<file path="src/rtl/pit_channel_ctrl.sv">
// One 8254-style timer channel: control-word decode, count assembly, load/hold sequencing,
// OUT for modes 0 and 2, and count reads. Define PIT_COUNT_LATCH_EN to add the RW=00 counter-latch command.
module pit_channel_ctrl #(
   parameter int CHANNEL_ID = 0
) (
   input  logic        clk,
   input  logic        rst,
   input  logic        wr,
   input  logic        rd,
   input  logic [1:0]  addr,
   input  logic [7:0]  d_in,
   output logic [7:0]  d_out,
   input  logic        gate,
   input  logic [15:0] cnt_value,
   input  logic        cnt_done,
   output logic [15:0] new_count,
   output logic        load,
   output logic        cnt_hold,
   output logic        out
);
   localparam logic [1:0] CH = 2'(CHANNEL_ID);

   typedef enum logic [1:0] {IDLE, WAIT_LSB, WAIT_MSB, RUNNING} state_t;

   state_t      state_reg, state_next;
   logic [1:0]  rw_reg, rw_next;
   logic        mode2_reg, mode2_next;
   logic        wr_byte_reg, wr_byte_next;
   logic        m0_hold_reg, m0_hold_next;
   logic [7:0]  lsb_reg, lsb_next;
   logic [15:0] new_count_reg, new_count_next;
   logic        load_reg, load_next;
   logic        last_load_reg;
   logic        out_reg, out_next;
   logic        rd_byte_reg, rd_byte_next;
   logic [7:0]  d_out_reg, d_out_next;
`ifdef PIT_COUNT_LATCH_EN
   logic [15:0] latch_reg, latch_next;
   logic        latched_reg, latched_next;
`endif

   logic        running, done_ok, reload, ctrl_hit, data_wr, data_rd, msb_phase, complete;
   logic [15:0] wr_value, rd_src;

   assign running   = (state_reg == RUNNING);
   // Terminal count is ignored in a load cycle, when cnt_done still reflects the old count.
   assign done_ok   = running & cnt_done & ~load_reg;
   // Blocking the cycle right after a load makes a zero count reload every 2 clocks.
   assign reload    = done_ok & mode2_reg & ~last_load_reg;
   assign load      = load_reg | reload;
   assign cnt_hold  = !running ? 1'b1 : (load ? 1'b0 : (m0_hold_reg | ~gate));
   assign out       = mode2_reg ? (out_reg & ~reload) : (out_reg | done_ok);
   assign new_count = new_count_reg;
   assign d_out     = d_out_reg;

   assign ctrl_hit  = wr & (addr == 2'b11) & (d_in[7:6] == CH);
   assign data_wr   = wr & (addr == CH) & (state_reg != IDLE);
   assign data_rd   = rd & ~wr & (addr == CH);
   assign msb_phase = (state_reg == WAIT_MSB) | (running & wr_byte_reg);
   assign complete  = (rw_reg != 2'b11) | msb_phase;

`ifdef PIT_COUNT_LATCH_EN
   assign rd_src = latched_reg ? latch_reg : cnt_value;
`else
   assign rd_src = cnt_value;
`endif

   always_comb begin
      case (rw_reg)
         2'b01:   wr_value = {8'h00, d_in};
         2'b10:   wr_value = {d_in, 8'h00};
         default: wr_value = {d_in, lsb_reg};
      endcase
   end

   always_comb begin
      state_next     = state_reg;
      rw_next        = rw_reg;
      mode2_next     = mode2_reg;
      wr_byte_next   = wr_byte_reg;
      m0_hold_next   = m0_hold_reg;
      lsb_next       = lsb_reg;
      new_count_next = new_count_reg;
      load_next      = 1'b0;
      out_next       = out_reg;
      rd_byte_next   = rd_byte_reg;
      d_out_next     = d_out_reg;
`ifdef PIT_COUNT_LATCH_EN
      latch_next     = latch_reg;
      latched_next   = latched_reg;
`endif
      if (!mode2_reg && done_ok)
         out_next = 1'b1;

      if (ctrl_hit) begin
         if (d_in[5:4] == 2'b00) begin
`ifdef PIT_COUNT_LATCH_EN
            if (!latched_reg) begin
               latch_next   = cnt_value;
               latched_next = 1'b1;
            end
`endif
         end else begin
            rw_next      = d_in[5:4];
            mode2_next   = (d_in[2:1] == 2'b10);
            state_next   = (d_in[5:4] == 2'b10) ? WAIT_MSB : WAIT_LSB;
            wr_byte_next = 1'b0;
            m0_hold_next = 1'b0;
            rd_byte_next = 1'b0;
            out_next     = (d_in[2:1] == 2'b10);
         end
      end else if (data_wr) begin
         if (complete) begin
            new_count_next = wr_value;
            wr_byte_next   = 1'b0;
            m0_hold_next   = 1'b0;
            // A running mode-2 channel picks up the new count at its next reload instead.
            if (!(running && mode2_reg)) begin
               load_next  = 1'b1;
               state_next = RUNNING;
               if (!mode2_reg)
                  out_next = 1'b0;
            end
         end else begin
            lsb_next = d_in;
            if (running) begin
               wr_byte_next = 1'b1;
               m0_hold_next = ~mode2_reg;
            end else begin
               state_next = WAIT_MSB;
            end
         end
      end

      if (data_rd) begin
         case (rw_reg)
            2'b10:   d_out_next = rd_src[15:8];
            2'b11:   d_out_next = rd_byte_reg ? rd_src[15:8] : rd_src[7:0];
            default: d_out_next = rd_src[7:0];
         endcase
         if (rw_reg == 2'b11)
            rd_byte_next = ~rd_byte_reg;
`ifdef PIT_COUNT_LATCH_EN
         if (latched_reg && (rw_reg != 2'b11 || rd_byte_reg))
            latched_next = 1'b0;
`endif
      end
   end

   always_ff @(posedge clk or negedge rst) begin
      if (!rst) begin
         state_reg     <= IDLE;
         rw_reg        <= 2'b00;
         mode2_reg     <= 1'b0;
         wr_byte_reg   <= 1'b0;
         m0_hold_reg   <= 1'b0;
         lsb_reg       <= 8'h00;
         new_count_reg <= 16'h0000;
         load_reg      <= 1'b0;
         last_load_reg <= 1'b0;
         out_reg       <= 1'b0;
         rd_byte_reg   <= 1'b0;
         d_out_reg     <= 8'h00;
`ifdef PIT_COUNT_LATCH_EN
         latch_reg     <= 16'h0000;
         latched_reg   <= 1'b0;
`endif
      end else begin
         state_reg     <= state_next;
         rw_reg        <= rw_next;
         mode2_reg     <= mode2_next;
         wr_byte_reg   <= wr_byte_next;
         m0_hold_reg   <= m0_hold_next;
         lsb_reg       <= lsb_next;
         new_count_reg <= new_count_next;
         load_reg      <= load_next;
         last_load_reg <= load;
         out_reg       <= out_next;
         rd_byte_reg   <= rd_byte_next;
         d_out_reg     <= d_out_next;
`ifdef PIT_COUNT_LATCH_EN
         latch_reg     <= latch_next;
         latched_reg   <= latched_next;
`endif
      end
   end
endmodule

</file>
<file path="config.mk">
export PLATFORM = sky130hd
export DESIGN_NAME = pit_channel_ctrl
export DESIGN_NICKNAME = d
export VERILOG_FILES = /design/src/rtl/pit_channel_ctrl.sv
export SDC_FILE = /design/constraint.sdc
export NUM_CORES = 1
export LEC_CHECK = 0
export ABC_AREA = 1
export CAP_MARGIN = 40
export CORE_ASPECT_RATIO = 2
export CORE_MARGIN = 4
export CORE_UTILIZATION = 26
export CTS_BUF_LIST = sky130_fd_sc_hd__clkbuf_4
export DETAILED_ROUTE_END_ITERATION = 6
export GPL_TIMING_DRIVEN = 1
export PLACE_DENSITY = 0.52
export SETUP_SLACK_MARGIN = 0.15
export SKIP_LAST_GASP = 1
export SLEW_MARGIN = 20
export SYNTH_ARGS = -nofsm -noshare
export SYNTH_HDL_FRONTEND = slang
export SYNTH_SLANG_ARGS = --single-unit
</file>
<file path="constraint.sdc">
create_clock -name clk -period 3.27 [get_ports clk]
set_clock_uncertainty 0.05 [all_clocks]
set_input_delay 0.327 -clock clk [delete_from_list [all_inputs] [get_ports clk]]
set_output_delay 0.327 -clock clk [all_outputs]
set_load 0.02 [all_outputs]
</file>
==> results.md, run 1 <==
- Area grow syn2layout: 32.5%
- Crit Path Class: reg -> out
- Drt total wl: roughly 5900 um
- Vias: ~1,900
- Initial drt markers: 100
- Final hold slack: 0.433 ns
- Clk sinks: 43
- RSZ-0062 raised after global routing: false
- Num CTS Buffers: 5
- Global-route wire length before repair: 9870 um
- Placement Setup Slack: ~1.1 ns
- Most common cell in the netlist: nand2_1
- Startpoint type of the worst setup path: flip-flop
- Syn avg cell area: between 8 and 9 um2
- Die H: around 140 um
- Top-area cell type share of the netlist area: 48.4%
- IO Port Bufs: 58
- Status: completed
- Antenna violations before repair: 1
- Overall global routing resource usage: 12.6%
- Setup TNS: 0 ns
- Busiest grt layer: met2
- CP delay by family, top: simple AND/OR/NAND/NOR gates
- Top_reg_cell synth: dfrtp_1
- Max_slew headroom: a little under three fifths
- Post-DRT Antenna Nets: 0
- Worst hold path class: in -> async
- GR Layer Usage met3: under 10%
- Die ar.: a little over 0.01 mm2
- Layout fillers: 856
- Die X: 73.4 um
- Final RePlAce weighted congestion: 0.750
- Worst path max stage delay: roughly 0.61 ns
- Yosys warning count: 0
- Final core occ: 35.5%
- DRT Pass-1 Iters: 4
- Final Hold Fails: 0
- Netlist cell types: 28
- Final net count: roughly 360
- Worst endpoint required time: between 2 and 3 ns
- Critical Path End Type: output port
- Core area: 0.00829 mm2
- P_leak: 1.43 nW
- Fin area: 0.00294 mm2
- Max FFs per register: 16
- Gr ovfl total: 0
- Share of cells above drive strength 1: a little under an eighth
- Clk root buf: clkbuf_4
- WP buf/inv: 1
- Tcrit/Tclk final: about three quarters
- Max Cap Violations: 0
- # Post-CTS Setup Buffers: 0
- Crit path top cell by count: nand2_1
- Worst-Margin Slew: ~0.65 ns
- Cell area power density: 753 mW/mm2
- Final WS setup: between 0.8 and 0.9 ns
- Synth cell count leaders: nand2_1, dfrtp_1, inv_1, nor2_1, nand3_1
- Area contributors post-synth: dfrtp_1, nand2_1, inv_1
- Slowest stage cell, crit path: clkdlybuf4s50_1
- M2 GR Usage: a little under a quarter
- Number of synthesized register bits: between 40 and 50
- Register area share after synthesis: between 40% and 50%
- Post-layout min period: approximately 2.4 ns
- Crit path DAT: 2.06 ns
- Initial Utilization: a little over a quarter
- Fin. max-slew vios: 0
- Crit-path cells: nand2_1, nor2_1, nand4_1, nand2_1, clkdlybuf4s50_1
- Post-DP Area: roughly 0.0029 mm2
- F_max: 411 MHz
- CP max FO: 4
- Routed wire length per instance: around 14 um
- Clk slew on worst S/H paths: 0.13 ns
- TritonCTS clock tree: built
- EDFF count, synth: 0
- Vias in the first global route: around 2,000
- VDD IR-drop max: roughly 0.36 mV
- Mapped Area: between 0.002 and 0.0025 mm2
- DP HPWL: ~4600 um
- Endpoints failing setup: 0
- Syn Inst Count: between 200 and 300
- DRC viols: 0
- Fraction of registers with async set/reset: between 90% and 100%
- Vias per cell: between 4 and 5
- Site row count: 47
- Worst skew pair latency: roughly 0.36 ns
- Clock Tree Buf Depth: 2
- Yosys top cell by area: dfrtp_1
- H-tree depth: 2
- Met1 Use GR: 13.3%
- Syn Nets: between 200 and 300
- Largest net degree at the start of global routing: 26
- Number of I/O pins: 59
-- routing by layer --
layer  share of wire (%)  routed length (um)
met5                   0                   0
met4                 2.3                 133
met3                 3.5                 203
met2                  57                3370
met1                  37                2170
-- logic make-up after synthesis --
| family | count (synthesis) | share of synthesized area [%] |
|---|---|---|
| flip-flops | 43 | 48.4 |
| adder cells (fa/ha/maj) | 3 | 1.69 |
| AO/OA/AOI/OAI | 50 | 14.1 |
| AND/OR/NAND/NOR | 120 | 26.1 |
| buffers and inverters | 46 | 9.63 |
-- final timing paths --
check | startpoint | endpoint | slack [ns] | cells after the start
worst min register to register | d_out[4]$_DFFE_PN0P_ | d_out[4]$_DFFE_PN0P_ | 0.44 | 2
min in group clk | d_out[4]$_DFFE_PN0P_ | d_out[4]$_DFFE_PN0P_ | 0.44 | 2
worst max-delay path | state_reg[1]$_DFFE_PN0P_ | load | 0.84 | 5
worst min-delay path | rst | new_count[7]$_DFFE_PN0P_ | 0.43 | 2
worst max register to register | rw_reg[0]$_DFFE_PN0P_ | new_count[5]$_DFFE_PN0P_ | 1.46 | 7
max in group asynchronous | rst | new_count[10]$_DFFE_PN0P_ | 2.22 | 3
-- final cells by class --
type                       count  area [um2]  share of cell area, %
clock buffer                   5        37.5                   1.27
multi-input combinational    173         932                   31.7
inverter                      40         153                   5.18
timing repair buffer          60         613                   20.8
tap                           98         123                   4.16
clock inverter                 1        7.51                  0.255
antenna                        1        2.50                 0.0850
sequential                    43        1080                   36.5
-- cell usage in the layout, fill, tap and decap left out, types with 2 or more instances in the layout --
master            n
o21ai_0          11
nand3_1          16
nand4_1           3
nand2_4           3
o21ai_2           9
nor2_8            2
a21oi_2           4
clkbuf_4          5
inv_1            36
nor2_2            3
ha_1              3
o21ai_1           2
nor2_1           21
a21oi_1          13
o22ai_1          10
clkdlybuf4s50_1  57
nand2_1          65
dfrtp_1          43
nand3_2           2
inv_2             2
-- stage by stage --
stage | std cells | power, W
detailed placement | 413 | 0.00200
global route | 421 | 0.00239
floorplan | 262 | 0.00152
global placement | 412 | 0.00198
CTS | 420 | 0.00226
finish | 421 | 0.00222
-- power by group --
| group | total (W) | internal [W] | leakage [nW] | switching (W) |
|---|---|---|---|---|
| clock | 0.000252 | 0.0000759 | 0.0232 | 0.000176 |
| sequential | 0.000869 | 0.000741 | 0.540 | 0.000128 |
| combinational | 0.00110 | 0.000476 | 0.872 | 0.000620 |
| total | 0.00222 | 0.00129 | 1.43 | 0.000924 |
-- repair_timing --
action                                 in CTS  in global routing
endpoints found under the hold margin      22                  0
hold buffers                                1                  0
gates resized for setup                     0                  0
Note: power is estimated with default switching activity, not from simulation.
==> inputs of run 2 (changes only) <==
- PLACE_DENSITY: 0.52 -> 0.54
- clock period: 3.27 -> 2.1 ns (I/O delays scaled with it)
==> run 2 against run 1 <==
  * Routed wire length up 2.9%
  * Non-clock buffer count grew 7
  * Critical path type unchanged
  * Combinational power grew 63%
==> results.md, run 2 (synthesis gave the netlist of run 1 again) <==
- Critical Path End Type: output port
- Layout fillers: 881
- Max FFs per register: 16
- Area of the multi-input gates: 937 um2
- Worst hold path class: in -> reg
- Worst endpoint required time: roughly 1.8 ns
- Number of I/O pins: 59
- Status: completed
- Global-route wire length before repair: ~10,000 um
- Fin area: around 0.003 mm2
- Max_slew headroom: 60.5%
- WP buf/inv: 1
- Clk sinks: 43
- DRT Pass-1 Iters: 4
- Final Hold Fails: 0
- Endpoints failing setup: 0
- Cell area power density: around 1200 mW/mm2
- Sw Ratio: roughly two fifths
- Initial drt markers: 108
- Combinational power share: ~50%
- Antenna violations before repair: 1
- Crit-path cells: nand2_2, nor2_2, nand4_1, nand2_1, dlygate4sd2_1
- Setup TNS: 0 ns
- Worst-Margin Slew: a little under 0.6 ns
- Fin. max-slew vios: 0
- Die H: roughly 140 um
- Post-layout min period: between 1.5 and 2 ns
- TritonCTS clock tree: built
- Final net count: ~370
- Core area: 0.00829 mm2
- Tcrit/Tclk final: 88.5%
- DP HPWL: approximately 4600 um
- Initial Utilization: 26.8%
- Num CTS Buffers: 5
- Commonest cells after routing, fill and taps aside: nand2_1, clkdlybuf4s50_1, dfrtp_1
- Post-route insts no fill: 430
- P_leak: 1.48 nW
- RSZ-0062 raised after global routing: true
- Register area: between 0.001 and 0.0015 mm2
- Most common cell after layout, fill and taps aside: nand2_1
- Final RePlAce weighted congestion: 0.789
- Crit path DAT: approximately 1.6 ns
- Placed Cells: approximately 420
- F_max: 538 MHz
- VDD IR-drop max: approximately 0.38 mV
- Worst skew pair latency: roughly 0.37 ns
- Power share of the clock group: between 10% and 20%
- CP max FO: 4
- Startpoint type of the worst setup path: flip-flop
- Final hold slack: between 0.3 and 0.4 ns
- Vias: 1,927
- IO Port Bufs: slightly below 60
- Clock Tree Buf Depth: 2
- Worst path max stage delay: approximately 0.4 ns
- Die X: ~73 um
- Share of power burned in registers: a little under two fifths
- Vias in the first global route: just over 2,000
- Clk slew on worst S/H paths: 0.14 ns
- Crit Path Class: reg -> out
- Overall global routing resource usage: 12.9%
- Drt total wl: 6050 um
- Post-DP Area: 0.00291 mm2
- Share of cells above drive strength 1: between 15 and 20%
- Die ar.: 0.0102 mm2
- Vias per cell: ~4.5
- Slowest stage cell, crit path: dfrtp_1
- Largest net degree at the start of global routing: 44
- CP delay by family, top: simple AND/OR/NAND/NOR gates
- Max Cap Violations: 0
- Area grow syn2layout: 35.4%
- Site row count: 47
- Post-DRT Antenna Nets: 0
- Cell Int Power: 0.00209 W
- Total Power: ~0.0036 W
- DRC viols: 0
- Net switching power: 0.00149 W
- H-tree depth: 2
- Gr ovfl total: 0
- Routed wire length per instance: 14.1 um
- Clk root buf: clkbuf_4
## run 2: final timing paths
check	slack [ns]	start	depth (start not counted)	end
min in group asynchronous	0.40	rst	3	new_count[13]$_DFFE_PN0P_
min reg2reg	0.44	d_out[4]$_DFFE_PN0P_	2	d_out[4]$_DFFE_PN0P_
max reg2reg	0.45	rw_reg[1]$_DFFE_PN0P_	6	lsb_reg[4]$_DFFE_PN0P_
max	0.24	state_reg[0]$_DFFE_PN0P_	5	load
max in group asynchronous	1.22	rst	3	d_out[1]$_DFFE_PN0P_
min	0.37	d_in[0]	3	new_count[8]$_DFFE_PN0P_
## run 2: per-stage QoR
| stage | worst slack [ns] | utilization (%) |
|---|---|---|
| after floorplan | 0.493 | - |
| after global placement | 0.178 | 35.1 |
| after detailed placement | 0.158 | 35.1 |
| after CTS | 0.168 | 36.1 |
| after global routing | 0.120 | 36.3 |
| final | 0.242 | 36.3 |
## run 2: timing repair
item                       4_1_cts  5_1_grt
hold buffers                     1        0
hold endpoints to repair        43        0
setup endpoints to repair        3        3
setup buffers                    2        1
gates resized for setup          9        3
pin swaps                        0        1
## run 2: power groups by stage
stage                     registers, W  clock network, W  logic, W
final                          0.00135          0.000432   0.00179
after global routing           0.00140          0.000485   0.00196
after CTS                      0.00135          0.000453   0.00181
after detailed placement       0.00138                 0   0.00176
after global placement         0.00137                 0   0.00174
after floorplan                0.00159                 0  0.000782
## run 2: tightest hold or removal path: cells and delay by family
kind                   cells  cell delay, ns
buffers and inverters      1            0.43
and+or+nand+nor            2            0.13
## run 2: per-layer routing
metal	vias to the layer above	global-route usage [%]	wire length, um
met5	-	0	0
met4	0	6.59	199
met3	11	1.74	199
met2	39	23.9	3430
met1	905	13.2	2220
li1	972	-	-
## run 2: area by class of cell
type                    count  share of cell area, %
diodes                      1                 0.0832
clock buffers               6                   1.50
clock inverters             2                  0.416
inverters                  40                   5.07
multi-input cells         173                   31.2
flip-flops and latches     43                   35.8
well taps                  98                   4.08
repair buffers             67                   21.9
==> inputs of run 3 (changes only) <==
- DONT_BUFFER_PORTS: unset -> 1
- PLACE_DENSITY: 0.54 -> 0.45
==> run 3 against run 2 <==
  * Fmax is 3.9% higher
  * Global-route usage is 0.084 points higher
  * Die area stayed put
  * Non-clock buffer count is 37 lower
  * Sequential power is 23% higher
  * Combinational power is 41% lower
  * Sequential share of layout area is 4.7 points higher
  * Routed wire length is 1.4% higher
  * Clock power is 3% higher
  * Total power is 12% lower
  * Critical endpoint is now out
  * Highest routed layer unchanged
==> results.md, run 3 (synthesis gave the netlist of run 1 again) <==
- Total Power: ~0.0032 W
- Critical Path End Type: output port
- Post-route insts no fill: roughly 400
- IO Port Bufs: 0
- Final Hold Fails: 0
- Crit Path Class: reg -> out
- Combinational power share: between 30% and 40%
- TritonCTS clock tree: built
- Clk sinks: 43
- Max FFs per register: 16
- Clock Tree Buf Depth: 2
- Worst endpoint required time: between 1.5 and 2 ns
- Layout fillers: slightly below 900
- Worst hold path class: in -> reg
- P_leak: around 1.4 nW
- Cell area power density: ~1200 mW/mm2
- Worst hold path startpoint: d_in[5]
- Worst-Margin Slew: a little under 0.4 ns
- DRC viols: 0
- Core area: 0.00829 mm2
- Area grow syn2layout: 19.7%
- Largest net degree at the start of global routing: 44
- Overall global routing resource usage: about 13%
- Sw Ratio: between 40% and 50%
- Power share of the clock group: ~14%
- Startpoint type of the worst setup path: flip-flop
- Post-layout min period: between 1.5 and 2 ns
- Hold EP: lsb_reg[5]$_DFFE_PN0P_
- Antenna violations before repair: 1
- Crit Reg-Reg Endpoint: new_count[5]$_DFFE_PN0P_
- Initial drt markers: between 90 and 100
- CP max FO: 4
- Num CTS Buffers: 5
- Number of I/O pins: a little under 60
- Vias: about 1,800
- Hold Path Depth: 2
- R2R depth: 7
- Setup TNS: 0 ns
- Final RePlAce weighted congestion: 0.742
- Fin. max-slew vios: 0
- Crit path DAT: ~1.5 ns
- Cell Int Power: 0.00173 W
- Final net count: approximately 330
- Status: completed
- Worst R2R Setup Slack: around 0.36 ns
- Clk slew on worst S/H paths: between 0.1 and 0.15 ns
- Most common cell after layout, fill and taps aside: nand2_1
- Die X: 73.4 um
- Max_slew headroom: between 70% and 80%
- Max Cap Violations: 0
- Vias in the first global route: 1,865
- Routed wire length per instance: between 15 and 20 um
- Gr ovfl total: 0
- Share of power burned in registers: between 50% and 60%
- Die ar.: ~0.010 mm2
- Worst r2r src: rw_reg[0]$_DFFE_PN0P_
- VDD IR-drop max: around 0.45 mV
- RSZ-0062 raised after global routing: false
- Post-DRT Antenna Nets: 0
- Commonest cells after routing, fill and taps aside: nand2_1, dfrtp_1, inv_1
- Placed Cells: between 300 and 400
- H-tree depth: 2
- Site row count: 47
- Share of cells above drive strength 1: 16.3%
- Initial Utilization: 26.8%
- Endpoints failing setup: 0
- DP HPWL: 4440 um
- Global-route wire length before repair: around 10,000 um
- Final WS setup: approximately 0.31 ns
- Worst skew pair latency: around 0.37 ns
- F_max: between 500 and 600 MHz
- Net switching power: 0.00143 W
- Drt total wl: 6140 um
- Placement Setup Slack: about 0.35 ns
- Die H: between 100 and 150 um
- Vias per cell: 4.54
- Final core occ: between 30% and 40%
- Clk root buf: clkbuf_4
- DRT Pass-1 Iters: 4
- Tcrit/Tclk final: 85.2%
==> run 3: metal layers <==
metal  vias to the layer above  share of wire (%)  track usage, %  wire length, um
li1                        894                  -               -                -
met1                       842                 37            14.3             2250
met3                         8                4.3            2.54              264
met2                        39                 57            23.2             3470
met5                         -                  0               0                0
met4                         0                2.4            5.25              150
==> run 3: layout make-up <==
class	instances	area [um2]	share of cell area, %
Antenna cell	1	2.50	0.0941
Clock buffer	7	52.6	1.98
Multi-Input combinational cell	173	948	35.7
Inverter	40	153	5.74
Clock inverter	1	5.00	0.188
Timing Repair Buffer	30	300	11.3
Tap cell	98	123	4.61
Sequential cell	43	1080	40.5
==> run 3: power groups by stage <==
stage	registers, W	logic [W]	clock network [W]
6_report	0.00166	0.00106	0.000445
5_1_grt	0.00170	0.00121	0.000501
4_1_cts	0.00167	0.00102	0.000469
3_5_place_dp	0.00169	0.000947	0
3_3_place_gp	0.00169	0.000935	0
2_1_floorplan	0.00159	0.000782	0
==> run 3: worst max-delay path, stage by stage (launching register included) <==
cell      delay, ns
dfrtp_1        0.46
nand2_4        0.10
inv_1          0.08
nand3_1        0.06
o21bai_1       0.20
and2_2         0.25
==> run 3: per-stage QoR <==
step                      hold slack [ns]  instance area, um2
after floorplan                    -0.136                2220
after global placement             -0.134                2310
after detailed placement           -0.134                2310
after CTS                        0.000141                2620
after global routing               0.0240                2660
final                              0.0142                2660
==> run 3: worst max path at each step <==
stage | startpoint | depth (start not counted) | end | slack [ns]
3_5_place_dp | rw_reg[0]$_DFFE_PN0P_ | 7 | new_count[5]$_DFFE_PN0P_ | 0.35
4_1_cts | state_reg[1]$_DFFE_PN0P_ | 5 | out | 0.15
5_1_grt | rw_reg[0]$_DFFE_PN0P_ | 7 | new_count[5]$_DFFE_PN0P_ | 0.16
3_3_place_gp | rw_reg[0]$_DFFE_PN0P_ | 7 | new_count[4]$_DFFE_PN0P_ | 0.40
6_report | state_reg[0]$_DFFE_PN0P_ | 5 | out | 0.31
2_1_floorplan | state_reg[0]$_DFFE_PN0P_ | 5 | cnt_hold | 0.49
==> run 3: repair_timing <==
| action | 4_1_cts | 5_1_grt |
|---|---|---|
| endpoints found under the setup margin | 1 | 3 |
| hold buffers | 23 | 0 |
| resized for setup | 1 | 4 |
| setup buffers | 0 | 3 |
| pin swaps | 0 | 1 |
| hold endpoints to repair | 68 | 0 |
